### config.mk
export PLATFORM = sky130hd
export DESIGN_NAME = latency_stamp_tx_flat
export DESIGN_NICKNAME = d
export VERILOG_FILES = /design/src/rtl/latency_stamp_tx_if.sv /design/src/rtl/latency_stamp_tx.sv /design/src/flat_wrapper.sv
export SDC_FILE = /design/constraint.sdc
export NUM_CORES = 1
export LEC_CHECK = 0
export CORE_AREA = 2 2 111 113
export CTS_BUF_LIST = sky130_fd_sc_hd__clkbuf_4
export CTS_CLUSTER_SIZE = 25
export DETAILED_ROUTE_END_ITERATION = 10
export DIE_AREA = 0 0 113 115
export PLACE_DENSITY = 0.68
export SKIP_CTS_REPAIR_TIMING = 1
export SLEW_MARGIN = 10
export SYNTH_ARGS = -nofsm -noshare
export SYNTH_HDL_FRONTEND = slang
export SYNTH_SLANG_ARGS = --single-unit
### constraint.sdc
create_clock -name usrclk_i -period 2.25 [get_ports usrclk_i]
set_clock_uncertainty 0.05 [all_clocks]
set_input_delay 0.5625 -clock usrclk_i [delete_from_list [all_inputs] [get_ports usrclk_i]]
set_output_delay 0.5625 -clock usrclk_i [all_outputs]
set_load 0.03 [all_outputs]
### src/rtl/latency_stamp_tx_if.sv
// Enable and TX-side signal bundle between the test sequencer/GT user ports and latency_stamp_tx.
interface latency_stamp_tx_if;
    logic        valid_i;
    logic [15:0] tx_data_o;
    logic [1:0]  tx_k_o;
    logic [15:0] timestamp_o;
    logic        done_o;
    logic [31:0] data_cnt_o;

    modport master (
        output valid_i,
        input  tx_data_o, tx_k_o, timestamp_o, done_o, data_cnt_o
    );

    modport slave (
        input  valid_i,
        output tx_data_o, tx_k_o, timestamp_o, done_o, data_cnt_o
    );
endinterface

### src/rtl/latency_stamp_tx.sv
// GT TX latency pattern source: free-running 16-bit timestamps framed by K28.5 IDLE words,
// with an initial IDLE burst for comma alignment and an optional stop after a fixed word count.
module latency_stamp_tx #(
    parameter logic [15:0] g_IDLE        = 16'hbc95,
    parameter int unsigned g_IDLE_PERIOD = 193,
    parameter int unsigned g_INIT_IDLES  = 64,
    parameter int unsigned g_NUM_DATA    = 1000
) (
    input logic             usrclk_i,
    input logic             rst_n_i,
    latency_stamp_tx_if.slave bus
);
    localparam int PER_W  = (g_IDLE_PERIOD > 2) ? $clog2(g_IDLE_PERIOD) : 1;
    localparam int INIT_W = (g_INIT_IDLES > 1) ? $clog2(g_INIT_IDLES) : 1;

    localparam logic [PER_W-1:0]  PER_LAST  = PER_W'(g_IDLE_PERIOD - 1);
    localparam logic [INIT_W-1:0] INIT_LAST = INIT_W'(g_INIT_IDLES - 1);
    localparam logic [31:0]       NUM_LAST  = (g_NUM_DATA == 0) ? 32'd0 : 32'(g_NUM_DATA - 1);
    localparam bit                STOP_EN   = (g_NUM_DATA != 0);

    localparam logic [1:0] ST_OFF  = 2'd0;
    localparam logic [1:0] ST_INIT = 2'd1;
    localparam logic [1:0] ST_DATA = 2'd2;
    localparam logic [1:0] ST_DONE = 2'd3;

    localparam logic [1:0] K_IDLE = 2'b10;
    localparam logic [1:0] K_DATA = 2'b00;

    logic [1:0]        state_reg;
    logic [15:0]       ts_reg;
    logic [15:0]       tx_data_reg;
    logic [1:0]        tx_k_reg;
    logic              done_reg;
    logic [31:0]       data_cnt_reg;
    logic [PER_W-1:0]  period_cnt_reg;
    logic [INIT_W-1:0] init_cnt_reg;

    always_ff @(posedge usrclk_i or negedge rst_n_i) begin
        if (!rst_n_i) begin
            state_reg      <= ST_OFF;
            ts_reg         <= 16'd0;
            tx_data_reg    <= g_IDLE;
            tx_k_reg       <= K_IDLE;
            done_reg       <= 1'b0;
            data_cnt_reg   <= 32'd0;
            period_cnt_reg <= '0;
            init_cnt_reg   <= '0;
        end else begin
            // Time base keeps running in every state so the far end can track it continuously.
            ts_reg      <= ts_reg + 16'd1;
            tx_data_reg <= g_IDLE;
            tx_k_reg    <= K_IDLE;

            if (!bus.valid_i) begin
                state_reg      <= ST_OFF;
                done_reg       <= 1'b0;
                data_cnt_reg   <= 32'd0;
                period_cnt_reg <= '0;
                init_cnt_reg   <= '0;
            end else begin
                case (state_reg)
                    ST_OFF: begin
                        // The IDLE sent on the enabling edge is already the first INIT word.
                        if (g_INIT_IDLES == 1) begin
                            state_reg <= ST_DATA;
                        end else begin
                            state_reg    <= ST_INIT;
                            init_cnt_reg <= INIT_W'(1);
                        end
                    end
                    ST_INIT: begin
                        if (init_cnt_reg == INIT_LAST) begin
                            state_reg    <= ST_DATA;
                            init_cnt_reg <= '0;
                        end else begin
                            init_cnt_reg <= init_cnt_reg + INIT_W'(1);
                        end
                    end
                    ST_DATA: begin
                        period_cnt_reg <= (period_cnt_reg == PER_LAST) ? '0
                                                                       : period_cnt_reg + PER_W'(1);
                        if (period_cnt_reg != '0) begin
                            tx_data_reg <= ts_reg;
                            tx_k_reg    <= K_DATA;
                            if (data_cnt_reg != 32'hFFFF_FFFF)
                                data_cnt_reg <= data_cnt_reg + 32'd1;
                            if (STOP_EN && (data_cnt_reg == NUM_LAST))
                                state_reg <= ST_DONE;
                        end
                    end
                    default: begin
                        done_reg <= 1'b1;
                    end
                endcase
            end
        end
    end

    assign bus.tx_data_o   = tx_data_reg;
    assign bus.tx_k_o      = tx_k_reg;
    assign bus.timestamp_o = ts_reg;
    assign bus.done_o      = done_reg;
    assign bus.data_cnt_o  = data_cnt_reg;

endmodule

### src/flat_wrapper.sv
// flat-port wrapper written by rule: the top's interface ports become plain ports
module latency_stamp_tx_flat 
#(
    parameter logic [15:0] g_IDLE        = 16'hbc95,
    parameter int unsigned g_IDLE_PERIOD = 193,
    parameter int unsigned g_INIT_IDLES  = 64,
    parameter int unsigned g_NUM_DATA    = 1000
)
  (usrclk_i, rst_n_i, bus_valid_i, bus_tx_data_o, bus_tx_k_o, bus_timestamp_o, bus_done_o, bus_data_cnt_o);
  latency_stamp_tx_if bus_i ();
  input logic usrclk_i;
  input logic rst_n_i;
  input wire logic [$bits(bus_i.valid_i)-1:0] bus_valid_i;
  output wire logic [$bits(bus_i.tx_data_o)-1:0] bus_tx_data_o;
  output wire logic [$bits(bus_i.tx_k_o)-1:0] bus_tx_k_o;
  output wire logic [$bits(bus_i.timestamp_o)-1:0] bus_timestamp_o;
  output wire logic [$bits(bus_i.done_o)-1:0] bus_done_o;
  output wire logic [$bits(bus_i.data_cnt_o)-1:0] bus_data_cnt_o;
  assign bus_i.valid_i = bus_valid_i;
  assign bus_tx_data_o = bus_i.tx_data_o;
  assign bus_tx_k_o = bus_i.tx_k_o;
  assign bus_timestamp_o = bus_i.timestamp_o;
  assign bus_done_o = bus_i.done_o;
  assign bus_data_cnt_o = bus_i.data_cnt_o;
  latency_stamp_tx #(.g_IDLE(g_IDLE), .g_IDLE_PERIOD(g_IDLE_PERIOD), .g_INIT_IDLES(g_INIT_IDLES), .g_NUM_DATA(g_NUM_DATA)) u_core (.usrclk_i(usrclk_i), .rst_n_i(rst_n_i), .bus(bus_i));
endmodule
==> impl_metrics.csv <==
group,metric,value,unit
outcome,status,"finished, violations left",
outcome,violations,"DRC",
global_routing,antenna_found_initial,0,
logic_synthesis,synth_cell_types,53,
worst_setup_path,cp.required,1.64,ns
power_and_ir_drop,finalPower,2825,uW
routing,firstDrtPassIters,7,
final_layout,largest_reg_flops,32,
worst_setup_path,crit_cells,1,
power_and_ir_drop,max-vdd-ir-drop,292.3,uV
floorplanning,start_util,34.19,%
global_routing,grt_pass1_vias,3424,
hold_path,hold_path_depth,1,
timing,timing.fmax,454.2,MHz
final_layout,post-route-util,46.93,%
routing,initialDrtViolationCount,193,
logic_synthesis,ys_seq_area_share,51.12,%
floorplanning,rows,40,
global_routing,grt_max_degree,45,
worst_setup_path,slowest_delay,0.69,ns
worst_setup_path,worstPathArrival,1.59,ns
placement,io_buffers,68,
timing,period_share,97.86,%
final_layout,area_growth,37.24,%
clock_tree,cts_sinks,82,
clock_tree,cts_made_buffers,9,
run,drv_cap,0,
logic_synthesis,synth_ff_type,"dfrtp_1",
worst_setup_path,path_max_fanout,5,
logic_synthesis,ys_seq_elements,82,
clock_tree,htree_levels,3,
timing,setup_tns,0,ns
worst_setup_path,crit_buf_inv,1,
logic_synthesis,async_reset_ff_share,100.0,%
global_routing,grt-ovfl-total,0,
worst_setup_path,r2r_start,"u_core.bus.data_cnt_o[11]",
global_routing,grt_pass1_wl,16770,um
final_layout,layout.cells.non_filler,676,
worst_setup_path,path_class,"flip-flop to primary output",
routing,routedWlPerCell,15.09,um
timing,slew-limit-headroom,66.33,%
timing,setup_viol,0,
hold_path,worstHoldPathType,"flip-flop to flip-flop",
routing,drc,6,
timing,worst_pin_slew,0.4923,ns
floorplanning,coreArea,11810,sq um
timing,hold_ws,0.4673,ns
placement,globalplace.congestion,0.8227,
clock_tree,cts_buffer_depth,2,
logic_synthesis,syn_area_per_cell,9.803,sq um
final_layout,fin_nets,536,
placement,hpwl,7171,um
logic_synthesis,synthCells,412,
clock_tree,clk_latency,0.45,ns
timing,fin_crit,2.202,ns
clock_tree,clk_pin_slew,0.17,ns
routing,via_per_inst,5.204,
floorplanning,die_y,115,um
clock_tree,cts_tree,"built",
clock_tree,clockRootBuffer,"clkbuf_4",
worst_setup_path,r2r_cells,5,
timing,slew_violations,0,
floorplanning,top_level_ports,70,
floorplanning,die_area,13000,sq um
worst_setup_path,cp_slowest_cell,"clkdlybuf4s50_1",
power_and_ir_drop,power.leakage,0.002987,uW
final_layout,drive_above_1_share,18.53,%
timing,hold_violations,0,
final_layout,num_antenna_cells,0,
routing,final_antenna_net_count,0,
routing,vias,3518,
worst_setup_path,crit_family,"buffers and inverters",
timing,rsz0062_at_grt,"yes",
logic_synthesis,synth_fp_nets,424,
worst_setup_path,endpoint_kind,"primary output",
floorplanning,die_w,113,um
logic_synthesis,synth_edf_count,0,
power_and_ir_drop,power.density,509.7,nW/um^2
global_routing,grt_use_total,15.96,%
logic_synthesis,synth-warning-count,0,
worst_setup_path,crit_start,"u_core.bus.data_cnt_o[23]",
logic_synthesis,netlist_area,4039,sq um
routing,wl,10200,um
placement,dpl.cell_count,652,
worst_setup_path,critical_path.startpoint_type,"flip-flop",
worst_setup_path,cp_cell_sequence,"clkdlybuf4s50_1",
hold_path,hp-start,"u_core.bus.timestamp_o[15]",
[layer usage]
metal	vias to the layer above	global-route usage [%]	routed length [um]
li1	1696	-	-
met1	1712	21.52	4639
met2	99	25.03	4692
met3	11	5.008	770
met4	0	4.390	100
met5	-	0	0
[report_power, final]
group          internal [uW]  switching (uW)  total, uW
sequential              1510            31.8       1540
combinational            147             242        389
clock                    271             621        892
total                   1930             895       2830
[synthesized netlist by cell type, drive strengths merged, types with 2 or more instances]
cell,instances,area (sq um)
and4,5,45.04
o21ai,33,165.2
buf,6,35.03
nand4b,2,17.52
or3,26,162.7
o21a,2,15.01
nand2,31,116.4
nand2b,5,31.28
nor4,7,43.79
mux2i,6,60.06
nor3,8,51.30
o31ai,4,30.03
nand3,24,125.1
xnor2,18,157.7
a211oi,2,15.01
and3,11,68.82
nand4,15,108.9
dfrtp,72,1802
inv,18,67.56
a21oi,24,120.1
o22ai,2,12.51
xor2,6,52.55
nor2b,2,12.51
o211ai,2,15.01
ha,9,112.6
and2,7,43.79
dfstp,10,262.8
clkbuf,8,30.03
nor2,29,108.9
[logic make-up (layout without fill, tap and decap cells)]
| kind of cell | after synthesis | count (layout) | share of synthesized area [%] |
|---|---|---|---|
| xor+xnor | 24 | 24 | 5.204 |
| compound gates | 79 | 80 | 11.37 |
| simple gates | 179 | 179 | 24.66 |
| other cells | 1 | 1 | 0.09285 |
| fa+ha+maj | 9 | 9 | 2.788 |
| buf+inv | 32 | 148 | 3.284 |
| mux | 6 | 6 | 1.487 |
| flops | 82 | 82 | 51.12 |
[worst reg2reg max path: stages, from the launching register on]
cell	delay [ns]
dfrtp_2	0.46
nand4_1	0.19
nor3_4	0.33
or4b_4	0.57
or3_1	0.35
a21oi_2	0.16
[through the flow]
step                      cell area, sq um  worst slack, ns
after global placement                5145          0.06478
after detailed placement              5145         -0.05477
after global routing                  5543         -0.04618
after CTS                             5294          -0.1635
final                                 5543          0.04819
after floorplan                       4043         0.002206
[path summary, 6_finish.rpt]
check	slack, ns	to
min in group asynchronous	0.48	u_core.bus.data_cnt_o[23]
max	0.05	bus_data_cnt_o[23]
min reg2reg	0.47	u_core.bus.timestamp_o[15]
max reg2reg	0.07	u_core.bus.data_cnt_o[24]
max in group asynchronous	1.06	u_core.bus.tx_data_o[13]
min	0.47	u_core.bus.timestamp_o[15]
[final cells by class]
type / count / area, sq um
fill: 1116 / 6269
multi-input combinational: 299 / 1896
timing repair buffer: 114 / 1171
clock inverter: 7 / 81.33
tap: 147 / 183.9
clock buffer: 9 / 67.56
inverter: 18 / 67.56
sequential: 82 / 2076
[cells in the final DEF, fill, tap and decap left out, drive strengths merged, types with 8 or more instances in the layout]
master	netlist	final
buf	6	46
dfrtp	72	72
ha	9	9
clkbuf	8	9
or3	26	26
nor2	29	29
xnor2	18	18
inv	18	22
nor3	8	8
nand2	31	31
dlymetal6s2s	0	53
o21ai	33	33
nand3	24	24
clkdlybuf4s50	0	14
a21oi	24	24
and3	11	11
nand4	15	15
dfstp	10	10
(Power assumes the default switching activity.)
